<file path="src/rtl/mem_port_arbiter_pkg.sv">
// Shared definitions for the unified memory port arbiter.
//   ARB_XLEN     default address/data width
//   ARB_BE_W     byte-enable width
//   arb_state_t  arbiter FSM encoding
//   starve_width counter width able to hold 0..max_cnt
package mem_port_arbiter_pkg;

   localparam int ARB_XLEN = 32;
   localparam int ARB_BE_W = 4;

   typedef enum logic [1:0] {
      ARB_IDLE   = 2'd0,
      ARB_BUSY_I = 2'd1,
      ARB_BUSY_D = 2'd2
   } arb_state_t;

   function automatic int starve_width(input int max_cnt);
      return $clog2(max_cnt + 1);
   endfunction

endpackage

</file>
<file path="src/rtl/arb_starve_ctr.sv">
// Saturating count of consecutive data grants made while a fetch waits.
//   clk_i, rst_i  clock, async active-high reset
//   inc           count one more data grant (ignored once saturated)
//   clr           return to zero (wins over inc)
//   sat           count has reached MAX; fetch must win the next tie
module arb_starve_ctr
   import mem_port_arbiter_pkg::*;
#(
   parameter int MAX = 4
) (
   input  logic clk_i,
   input  logic rst_i,
   input  logic inc,
   input  logic clr,
   output logic sat
);

   localparam int CW = starve_width(MAX);

   logic [CW-1:0] cnt;

   assign sat = (cnt == CW'(MAX));

   always_ff @(posedge clk_i or posedge rst_i) begin
      if (rst_i) begin
         cnt <= '0;
      end else if (clr) begin
         cnt <= '0;
      end else if (inc && !sat) begin
         cnt <= cnt + CW'(1);
      end
   end

endmodule

</file>
<file path="src/rtl/mem_port_arbiter.sv">
// Shares one single-ported instruction/data memory between the fetch stage
// and the MEM-stage load/store path, one outstanding bus transaction at a time.
//   clk_i, rst_i              clock, async active-high reset
//   if_*                      fetch request/grant/response
//   flush_if_i                discard the in-flight fetch response
//   d_*                       load/store request/grant/response
//   bus_*                     memory request held until bus_ack_i
//   stall_if_o, stall_mem_o   hold requests toward pipectrl
//   conflict_cnt_o            idle cycles with both requests pending
// Optional macro ARB_PERF_CNT_EN builds the conflict counter; without it
// conflict_cnt_o is tied to zero.
//
// state      | meaning
// -----------+-----------------------------------------------
// ARB_IDLE   | no transaction on the bus; grants decided here
// ARB_BUSY_I | fetch transaction on the bus, waiting for ack
// ARB_BUSY_D | load/store transaction on the bus, waiting for ack
module mem_port_arbiter
   import mem_port_arbiter_pkg::*;
#(
   parameter int XLEN       = ARB_XLEN,
   parameter int STARVE_MAX = 4
) (
   input  logic                clk_i,
   input  logic                rst_i,
   input  logic                if_req_i,
   input  logic [XLEN-1:0]     if_addr_i,
   input  logic                flush_if_i,
   output logic                if_gnt_o,
   output logic                if_rvalid_o,
   output logic [XLEN-1:0]     if_rdata_o,
   input  logic                d_req_i,
   input  logic                d_we_i,
   input  logic [XLEN-1:0]     d_addr_i,
   input  logic [XLEN-1:0]     d_wdata_i,
   input  logic [ARB_BE_W-1:0] d_be_i,
   output logic                d_gnt_o,
   output logic                d_rvalid_o,
   output logic [XLEN-1:0]     d_rdata_o,
   output logic                bus_req_o,
   output logic                bus_we_o,
   output logic [XLEN-1:0]     bus_addr_o,
   output logic [XLEN-1:0]     bus_wdata_o,
   output logic [ARB_BE_W-1:0] bus_be_o,
   input  logic                bus_ack_i,
   input  logic [XLEN-1:0]     bus_rdata_i,
   output logic                stall_if_o,
   output logic                stall_mem_o,
   output logic [31:0]         conflict_cnt_o
);

   arb_state_t state_q, state_d;

   logic                starve_sat;
   logic                drop_q;
   logic                if_rvalid_q, d_rvalid_q;
   logic [XLEN-1:0]     if_rdata_q, d_rdata_q;
   logic                bus_req_q, bus_we_q;
   logic [XLEN-1:0]     bus_addr_q, bus_wdata_q;
   logic [ARB_BE_W-1:0] bus_be_q;
   logic                ack_i_edge, ack_d_edge;

   always_ff @(posedge clk_i or posedge rst_i) begin
      if (rst_i) begin
         state_q <= ARB_IDLE;
      end else begin
         state_q <= state_d;
      end
   end

   // Data normally wins a tie; a saturated starvation count hands it to fetch.
   always_comb begin
      state_d  = state_q;
      if_gnt_o = 1'b0;
      d_gnt_o  = 1'b0;
      case (state_q)
         ARB_IDLE: begin
            if (d_req_i && !(if_req_i && starve_sat)) begin
               d_gnt_o = 1'b1;
               state_d = ARB_BUSY_D;
            end else if (if_req_i) begin
               if_gnt_o = 1'b1;
               state_d  = ARB_BUSY_I;
            end
         end
         ARB_BUSY_I, ARB_BUSY_D: begin
            if (bus_ack_i) begin
               state_d = ARB_IDLE;
            end
         end
         default: state_d = ARB_IDLE;
      endcase
   end

   arb_starve_ctr #(.MAX(STARVE_MAX)) u_starve (
      .clk_i (clk_i),
      .rst_i (rst_i),
      .inc   (d_gnt_o & if_req_i),
      .clr   (if_gnt_o | (d_gnt_o & ~if_req_i)),
      .sat   (starve_sat)
   );

   // An ack seen while idle belongs to an abandoned transaction and is dropped.
   assign ack_i_edge = (state_q == ARB_BUSY_I) && bus_ack_i;
   assign ack_d_edge = (state_q == ARB_BUSY_D) && bus_ack_i;

   // Bus fields are only written on a grant, so they stay put until the ack.
   always_ff @(posedge clk_i or posedge rst_i) begin
      if (rst_i) begin
         bus_req_q   <= 1'b0;
         bus_we_q    <= 1'b0;
         bus_addr_q  <= '0;
         bus_wdata_q <= '0;
         bus_be_q    <= '0;
      end else if (d_gnt_o) begin
         bus_req_q   <= 1'b1;
         bus_we_q    <= d_we_i;
         bus_addr_q  <= d_addr_i;
         bus_wdata_q <= d_wdata_i;
         bus_be_q    <= d_be_i;
      end else if (if_gnt_o) begin
         bus_req_q   <= 1'b1;
         bus_we_q    <= 1'b0;
         bus_addr_q  <= if_addr_i;
         bus_wdata_q <= '0;
         bus_be_q    <= '1;
      end else if (ack_i_edge || ack_d_edge) begin
         bus_req_q   <= 1'b0;
      end
   end

   // A flush arriving on the ack cycle itself must also suppress the pulse.
   always_ff @(posedge clk_i or posedge rst_i) begin
      if (rst_i) begin
         drop_q      <= 1'b0;
         if_rvalid_q <= 1'b0;
         d_rvalid_q  <= 1'b0;
         if_rdata_q  <= '0;
         d_rdata_q   <= '0;
      end else begin
         if_rvalid_q <= 1'b0;
         d_rvalid_q  <= 1'b0;
         if (ack_i_edge) begin
            if_rdata_q  <= bus_rdata_i;
            if_rvalid_q <= ~(drop_q | flush_if_i);
            drop_q      <= 1'b0;
         end else if ((state_q == ARB_BUSY_I) && flush_if_i) begin
            drop_q <= 1'b1;
         end
         if (ack_d_edge) begin
            d_rdata_q  <= bus_rdata_i;
            d_rvalid_q <= 1'b1;
         end
      end
   end

   assign bus_req_o   = bus_req_q;
   assign bus_we_o    = bus_we_q;
   assign bus_addr_o  = bus_addr_q;
   assign bus_wdata_o = bus_wdata_q;
   assign bus_be_o    = bus_be_q;
   assign if_rvalid_o = if_rvalid_q;
   assign if_rdata_o  = if_rdata_q;
   assign d_rvalid_o  = d_rvalid_q;
   assign d_rdata_o   = d_rdata_q;

   assign stall_if_o  = if_req_i & ~if_rvalid_o;
   assign stall_mem_o = d_req_i & ~d_rvalid_o;

`ifdef ARB_PERF_CNT_EN
   logic [31:0] conflict_q;

   always_ff @(posedge clk_i or posedge rst_i) begin
      if (rst_i) begin
         conflict_q <= '0;
      end else if ((state_q == ARB_IDLE) && if_req_i && d_req_i) begin
         conflict_q <= conflict_q + 32'd1;
      end
   end

   assign conflict_cnt_o = conflict_q;
`else
   assign conflict_cnt_o = '0;
`endif

endmodule
</file>
<file path="config.mk">
export PLATFORM = sky130hd
export DESIGN_NAME = mem_port_arbiter
export DESIGN_NICKNAME = d
export VERILOG_FILES = /design/src/rtl/mem_port_arbiter_pkg.sv /design/src/rtl/arb_starve_ctr.sv /design/src/rtl/mem_port_arbiter.sv
export SDC_FILE = /design/constraint.sdc
export NUM_CORES = 1
export LEC_CHECK = 0
export CAP_MARGIN = 20
export CELL_PAD_IN_SITES_DETAIL_PLACEMENT = 1
export CELL_PAD_IN_SITES_GLOBAL_PLACEMENT = 1
export CORE_ASPECT_RATIO = 0.8
export CORE_UTILIZATION = 30
export DETAILED_ROUTE_END_ITERATION = 7
export GPL_TIMING_DRIVEN = 1
export PLACE_DENSITY = 0.9
export SYNTH_ARGS = -nofsm -noshare
export SYNTH_HDL_FRONTEND = slang
export SYNTH_SLANG_ARGS = --single-unit
</file>
<file path="constraint.sdc">
create_clock -name clk_i -period 13.3 [get_ports clk_i]
set_input_delay 2.66 -clock clk_i [delete_from_list [all_inputs] [get_ports clk_i]]
set_output_delay 2.66 -clock clk_i [all_outputs]
set_load 0.05 [all_outputs]
</file>
==> results of run 1 <==
[critical path, stage by stage]
cell	delay (ps)
clkdlybuf4s50_1	730
and2_4	530
nand2_8	110
inv_4	300
clkdlybuf4s50_1	870
[per-stage QoR]
stage               instance area (µm²)  instances
floorplan                          6140        518
global placement                   8840        991
detailed placement                 8840        991
CTS                                9420       1023
global route                       9460       1026
finish                             9460       1026
[power breakdown]
part / switching, mW / internal, mW / leakage, nW
registers: 0.115 / 0.641 / 1.70
logic: 1.11 / 0.584 / 2.00
clock network: 0.213 / 0.254 / 0.275
[how the worst max path moves through the flow]
| stage | from | depth (start not counted) | to | slack, ps |
|---|---|---|---|---|
| after global routing | d_req_i | 5 | d_gnt_o | 5270 |
| after global placement | d_req_i | 5 | d_gnt_o | 5440 |
| after CTS | d_req_i | 5 | d_gnt_o | 5380 |
| after floorplan | rst_i | 1 | bus_addr_o[0] | 6830 |
| after detailed placement | d_req_i | 5 | d_gnt_o | 5370 |
| final | d_req_i | 5 | d_gnt_o | 5420 |
[metal layers]
layer  GRT usage (%)  share of wire, %  routed length, µm  vias up
met5               0             0.066                 13        -
met4            6.44               1.5                296        2
met3            7.83               9.7               1900       27
met2            31.9                49               9530      224
met1            22.8                40               7860     2435
li1                -                 -                  -     2223
[cell usage after synthesis]
cell	count
a21oi_1	35
nand2b_1	1
a21boi_0	1
a21bo_1	1
o32ai_1	1
and2_4	1
o22a_1	3
nand2_1	5
o21a_1	1
nand3_1	2
nand2_8	1
nand3_4	1
a211o_1	1
o22ai_1	3
inv_4	1
nor3_1	1
o21ai_0	33
inv_1	7
o21ai_2	1
a32o_1	1
and3_1	3
nand4_1	1
dfrtp_1	142
buf_2	25
buf_6	5
clkbuf_1	3
conb_1	1
nor2_1	34
a22o_1	34
a31oi_1	32
mux2_2	64
nor2b_1	2
ha_1	5
buf_4	35
[layout make-up]
| type | instances | area (µm²) |
|---|---|---|
| Sequential cell | 142 | 3550 |
| Antenna cell | 1 | 2.50 |
| Inverter | 8 | 37.5 |
| Multi-Input combinational cell | 300 | 2110 |
| Tap cell | 258 | 323 |
| Clock inverter | 14 | 136 |
| Timing Repair Buffer | 285 | 2860 |
| Clock buffer | 18 | 439 |
| Fill cell | 1988 | 9850 |
[registers in the layout, indices dropped and copies added (netlist names)]
name and cells:
if_rvalid_o 1, state_q 2, d_rdata_o 32, bus_wdata_o 32
bus_be_o 4, bus_we_o 1, bus_addr_o 32, if_rdata_o 32
drop_q 1, d_rvalid_o 1, bus_req_o 1, u_starve.cnt 3
[cells in the final DEF, fill, tap and decap left out, types with 4 or more instances in the layout]
cell             count
nand2_1              5
conb_1              32
inv_6                7
ha_1                 5
mux2_2              64
clkbuf_16           17
o21ai_0             33
clkdlybuf4s50_1    278
buf_4                5
a21oi_1             35
a31oi_1             32
dfrtp_1            142
inv_8                4
nor2_1              34
inv_1                6
a22o_1              34
[logic make-up (layout without fill, tap and decap cells)]
| kind of cell | after synthesis | count (layout) | synth area share, % |
|---|---|---|---|
| other | 1 | 33 | 0.0622 |
| and+or+nand+nor | 52 | 52 | 4.17 |
| muxes | 64 | 64 | 12.0 |
| buffers and inverters | 76 | 325 | 8.10 |
| DFF | 142 | 142 | 59.0 |
| AOI/OAI and AO/OA | 147 | 147 | 15.7 |
| adders and majority gates | 5 | 5 | 1.04 |
==> metrics.yaml, run 1 <==
status: "finished clean"
portBuffers: 278
timing.rr.end: "bus_wdata_o[4]"
grt_pass1_wl_um: 30300
h-tree-depth: 4
hold_class: "flop to flop"
min_from: "drop_q"
critPathLaunchType: "primary input"
drcViolationCount: 0
io_pins: 311
clk_pin_slew_ps: 70
max-cap-violations: 0
power.density_nw_per_um2: 308
root_buffer: "clkbuf_16"
synth_area_um2: 6020
cts_resized: 0
ir_drop_v: 0.000166
drive_gt1_share_pct: 14.2
yosysUniqueCellTypes: 34
dp_hpwl_um: 14000
period_share_pct: 59.2
finalSetupTns_ps: 0
clk_latency_ps: 420
first_pass_iters: 5
gr-total-overflow: 0
fin_util_pct: 49.0
num_vias: 4911
post-route-min-period_ps: 7880
worst_slack_ps: 5420
core_area_um2: 19300
hold_depth: 1
ant_nets: 0
hold_viol: 0
cp-end-kind: "output pin"
start_util_pct: 31.2
avgSynthCellArea_um2: 12.4
max_slew_margin_pct: 37.9
clockBufferDepth: 2
cp.arrival_ps: 5220
worstMarginPinSlew_ps: 928
grt_max_degree: 75
globalplace.congestion: 0.819
cts.sinks: 142
cts_setup_buffers: 0
fin_skew_ps: 14.8
synth-seq-cells: 142
die_x_um: 160
max_freq_mhz: 127
rows: 45
hold_ws_ps: 442
antenna_found_initial: 2
synth_area_leaders: "dfrtp_1 59%, mux2_2 12%, a22o_1 4.9%"
criticalPathCategory: "primary input to output pin"
p_leak_nw: 3.97
syn_inst: 487
synth_top_area_share_pct: 59.0
drt_iter0_drc: 310
hold_buffers: 0
setup_violations: 0
die_area_um2: 20700
die_height_um: 129
rrSetupSlack_ps: 11170
vias_per_cell: 4.79
yosys_warnings: 0
rsz0062_at_grt: "false"
reg2regPathDepth: 6
totalPowerFinal_mw: 2.92
hold_path_end: "if_rvalid_o"
drt_wl_total_um: 19600
grt_pass1_vias: 5319
worstPathRequired_ps: 10640
wl_per_cell_um: 19.1
area_growth_pct: 57.1
yosys.area.top_type: "dfrtp_1"
fin_nets: 898
crit_fanout: 34
synth-seq-area-share_pct: 59.0
cts_buffers: 17
dp_slack_ps: 5370
grtUsageTotal_pct: 19.3
cts_tree: "done"
timing.rr.start: "state_q[0]"
drv_slew: 0
(Power assumes the default switching activity.)
==> run 2, diff against run 1 <==
clock period = 7.9 ns   (was 13.3 ns; I/O delays follow)
==> run 2 against run 1 <==
  * Final cell count decreased by 0.39%
  * Register-to-register slack got worse by 5600 ps
  * Count of clock-buffer cells in the layout decreased by 1
  * Sequential power increased by 70%
  * Die area unchanged
  * Critical path type unchanged
  * Largest power group unchanged
==> metrics.yaml, run 2 (synthesis results as in run 1) <==
grtUsageTotal_pct: 19.8  # +0.51 points
post-route-min-period_ps: 5720
globalplace.congestion: 0.809  # -1.3%
totalPowerFinal_mw: 5.05  # +73%
fin_skew_ps: 11.4  # -3.41 ps
p_leak_nw: 4.01  # +1.0%
vias_per_cell: 4.81  # +0.41%
p_sw_mw: 2.41  # +68%
finalSetupTns_ps: 0  # unchanged
rsz0062_at_grt: "false"
cts.sinks: 142  # unchanged
final_common_cell: "clkdlybuf4s50_1"
max_slew_margin_pct: 28.9  # -9.0 points
power.density_nw_per_um2: 530  # +72%
drt_iter0_drc: 349  # +13%
crit_fanout: 34  # unchanged
grt_pass1_wl_um: 31100  # +2.4%
max-cap-violations: 0  # unchanged
drt_wl_total_um: 20400  # +3.9%
p_clk_share_pct: 18.2  # +2.2 points
crit_top_cell: "clkdlybuf4s50_1"
io_pins: 311  # unchanged
clk_pin_slew_ps: 60  # about the same
start_util_pct: 31.2  # unchanged
root_buffer: "clkbuf_16"
layout_common_cells: "278 x clkdlybuf4s50_1, 142 x dfrtp_1, 64 x mux2_2"
antenna_found_initial: 1  # -1
nFillCells: 2001  # +0.65%
critPathMaxStageDelay_ps: 880  # about the same
portBuffers: 278  # unchanged
num_vias: 4912  # +0.020%
drive_gt1_share_pct: 13.9  # -0.34 points
hold_class: "flop to flop"
grt_max_degree: 77  # +2.7%
multi_input_area_um2: 2110  # unchanged
critPathLaunchType: "primary input"
h-tree-depth: 4  # unchanged
cp-end-kind: "output pin"
drv_slew: 0  # unchanged
cts_resized: 0  # unchanged
seq_area_um2: 3550  # unchanged
clk_latency_ps: 410  # about the same
cts_setup_buffers: 0  # unchanged
die_x_um: 160  # unchanged
gr-total-overflow: 0  # unchanged
pwr-share-seq_pct: 25.4  # -0.5 points
grt_pass1_vias: 5258  # -1.1%
status: "finished clean"
hold_viol: 0  # unchanged
comb_power_share_pct: 56.4  # -1.7 points
cts_buffers: 17  # unchanged
wl_per_cell_um: 19.9  # +4.3%
cp.arrival_ps: 4140  # -1080 ps
slowest_stage: "clkdlybuf4s50_1"
clockBufferDepth: 2  # unchanged
critPathBufInv: 3  # unchanged
die_area_um2: 20700  # unchanged
area_growth_pct: 58.3
cts_tree: "done"
core_area_um2: 19300  # unchanged
rrSetupSlack_ps: 5540  # -5630 ps
p_sw_share_pct: 47.6  # -1.7 points
worstPathRequired_ps: 6320  # -4320 ps
max_freq_mhz: 175
first_pass_iters: 4  # -1
setup_violations: 0  # unchanged
hold_depth: 1  # unchanged
dp_hpwl_um: 13800  # -1.2%
ir_drop_v: 0.000271  # +63%
diodes: 0  # -1
fin_nets: 897  # -0.11%
cp_top_family: "buffers and inverters"
period_share_pct: 72.4
cp_num_cells: 5  # unchanged
cp_cell_sequence: "clkdlybuf4s50_1, and2_4, nand2_8, inv_4, clkdlybuf4s50_1"
worstMarginPinSlew_ps: 1060  # +135 ps
criticalPathCategory: "primary input to output pin"
drcViolationCount: 0  # unchanged
power.internal_mw: 2.65  # +79%
reg2regPathDepth: 5  # -1
die_height_um: 129  # unchanged
rows: 45  # unchanged
hold_buffers: 0  # unchanged
ant_nets: 0  # unchanged
## run 2: per-stage QoR
| step | instances | area [µm²] | hold slack [ps] | setup WS (ps) | util, % |
|---|---|---|---|---|---|
| after global placement | 991 | 8840 | 430 | 2200 | 45.8 |
| after detailed placement | 991 | 8840 | 430 | 2160 | 45.8 |
| after floorplan | 518 | 6140 | 409 | 2510 | - |
| final | 1022 | 9530 | 441 | 2180 | 49.4 |
| after global routing | 1022 | 9530 | 464 | 2030 | 49.4 |
| after CTS | 1021 | 9510 | 444 | 2150 | 49.2 |
## run 2: metal layers
layer	GRT usage, %	vias up	part of all wire (%)
met1	23.2	2483	40
met2	34.4	205	50
li1	-	2209	-
met5	0	-	0.064
met3	8.06	13	8.8
met4	3.75	2	0.64
## run 2: final timing paths
path                             endpoint        from
setup / recovery                  d_gnt_o     d_req_i
hold / removal                if_rvalid_o      drop_q
setup reg to reg           bus_addr_o[12]  state_q[0]
hold reg to reg               if_rvalid_o      drop_q
max in group asynchronous  if_rdata_o[20]       rst_i
min in group asynchronous  bus_wdata_o[2]       rst_i
## run 2: cell type report
cell class	count	area share, %
Timing Repair Buffer	284	29.9
Sequential cell	142	37.3
Tap cell	258	3.39
Multi-Input combinational cell	300	22.1
Clock buffer	17	4.46
Clock inverter	13	2.52
Inverter	8	0.394
## run 2: power groups by stage
stage	Sequential, mW	Clock (mW)	Combinational, mW
global route	1.33	0.972	2.98
CTS	1.29	0.943	2.87
floorplan	2.43	0	0.746
finish	1.28	0.919	2.85
detailed placement	1.29	0	2.85
global placement	1.26	0	2.80
==> run 3, diff against run 2 <==
CORE_UTILIZATION = 27   (was 30)
PLACE_DENSITY = 0.86   (was 0.9)
clock period = 4.8 ns   (was 7.9 ns; I/O delays follow)
==> run 3 against run 2 <==
  * First-iteration DRC count shrank 27%
  * Global-route usage fell by 2.2 points
  * Count of clock-buffer cells in the layout rose by 1
  * Routed wire length down 2.0%
  * Clock power rose by 44%
  * Worst setup slack got worse by 1500 ps
  * Final cell count up 4.6%
  * Sequential share of layout area fell by 0.11 points
  * Critical endpoint unchanged
  * Largest power group unchanged
==> metrics.yaml, run 3 (synthesis results as in run 1) <==
critPathBufInv: 3  # unchanged
hold_class: "flop to flop"
cp-end-kind: "output pin"
max_slew_margin_pct: 46.8  # +18 points
finalSetupTns_ps: 0  # unchanged
rsz0062_at_grt: "false"
top_layer_used: "met4"
cts_resized: 0  # unchanged
drcViolationCount: 0  # unchanged
grtUsageTotal_pct: 17.6  # -2.2 points
fin_nets: 900  # +0.33%
drv_slew: 0  # unchanged
portBuffers: 278  # unchanged
drt_wl_total_um: 19900  # -2.0%
die_height_um: 136  # +5.3%
grt_max_degree: 85  # +10%
fin_skew_ps: 10.0  # -1.36 ps
die_area_um2: 22900  # +11%
nFillCells: 2332  # +17%
slowest_stage: "clkdlybuf4s50_1"
layout_common_cells: "278 x clkdlybuf4s50_1, 142 x dfrtp_1, 64 x mux2_2"
drive_gt1_share_pct: 14.4  # +0.56 points
diodes: 0  # unchanged
rows: 48  # +6.7%
die_x_um: 169  # +5.3%
h-tree-depth: 4  # unchanged
power.density_nw_per_um2: 851  # +60%
hold_viol: 0  # unchanged
instances_no_fill: 1069  # +4.6%
place_inst: 1037  # +4.6%
clk_latency_ps: 420  # about the same
final_common_cell: "clkdlybuf4s50_1"
worst_slack_ps: 633  # -1550 ps
root_buffer: "clkbuf_16"
totalPowerFinal_mw: 8.14  # +61%
setup_violations: 0  # unchanged
crit_top_cell: "clkdlybuf4s50_1"
dp_hpwl_um: 14000  # +1.4%
max-cap-violations: 0  # unchanged
gr-total-overflow: 0  # unchanged
ir_drop_v: 0.000431  # +59%
dp_slack_ps: 643  # -1520 ps
cts_tree: "done"
first_pass_iters: 4  # unchanged
clk_pin_slew_ps: 60  # about the same
period_share_pct: 86.8
core_area_um2: 21700  # +13%
criticalPathCategory: "primary input to output pin"
grt_pass1_wl_um: 30700  # -1.2%
cts.sinks: 142  # unchanged
crit_fanout: 34  # unchanged
area_growth_pct: 58.7
vias_per_cell: 4.60  # -4.3%
critPathMaxStageDelay_ps: 880  # about the same
io_pins: 311  # unchanged
max_freq_mhz: 240
cp.arrival_ps: 3210  # -930 ps
critPathLaunchType: "primary input"
post-route-min-period_ps: 4170
fin_util_pct: 44.0  # -5.4 points
p_leak_nw: 4.00  # -0.22%
ant_nets: 0  # unchanged
cp_top_family: "buffers and inverters"
antenna_found_initial: 0  # -1
globalplace.congestion: 0.716  # -11%
start_util_pct: 27.7  # -3.5 points
wl_met3_um: 2010  # +12%
worstPathRequired_ps: 3840  # -2480 ps
cts_setup_buffers: 0  # unchanged
hold_buffers: 0  # unchanged
clockBufferDepth: 2  # unchanged
status: "finished clean"
cts_buffers: 17  # unchanged
grt_pass1_vias: 5322  # +1.2%
worstMarginPinSlew_ps: 797  # -266 ps
num_vias: 4918  # +0.12%
met2_length_um: 9530  # -7.2%
drt-met1-wl_um: 8240  # +1.3%
cp_cell_sequence: "clkdlybuf4s50_1, and2_4, nand2_8, inv_4, clkdlybuf4s50_1"
drt_iter0_drc: 256  # -27%
wl_per_cell_um: 18.7  # -6.3%
==> run 3: cell types whose count changed in the layout (fill, tap and decap cells not counted), sizes merged <==
cell      delta
bufinv       -5
inv          +5
buf          +3
clkbuf       +1
clkinvlp     +1
==> run 3: area by class of cell <==
| cell class | instances | area [µm²] | area share [%] |
|---|---|---|---|
| Clock buffer | 18 | 439 | 4.59 |
| Tap cell | 300 | 375 | 3.93 |
| Multi-Input combinational cell | 300 | 2110 | 22.0 |
| Clock inverter | 14 | 154 | 1.61 |
| Inverter | 8 | 37.5 | 0.393 |
| Timing Repair Buffer | 287 | 2900 | 30.3 |
| Sequential cell | 142 | 3550 | 37.2 |
==> run 3: worst paths after layout <==
path                             from        endpoint  slack (ps)  depth (start not counted)
setup / recovery              d_req_i         d_gnt_o         630                          5
hold / removal                 drop_q     if_rvalid_o         460                          1
setup reg to reg           state_q[0]  bus_addr_o[29]        2710                          6
hold reg to reg                drop_q     if_rvalid_o         460                          1
max in group asynchronous       rst_i  if_rdata_o[12]        2890                          3
min in group asynchronous       rst_i   d_rdata_o[29]        1050                          2
==> run 3: power by group <==
part           total [mW]  internal [mW]  switching [mW]
Sequential           2.09           1.78           0.313
Clock                1.32          0.749           0.574
Combinational        4.72           1.63            3.09
==> run 3: metal layers <==
metal	global-route usage, %	vias to the layer above
li1	-	2216
met1	20.7	2486
met4	4.35	0
met5	0	-
met2	29.0	203
met3	8.00	13
==> run 3: stage by stage <==
stage               hold WS, ps  cell area, µm²
detailed placement          461            8970
floorplan                   409            6140
global placement            464            8940
global route                484            9560
CTS                         476            9560
finish                      458            9560
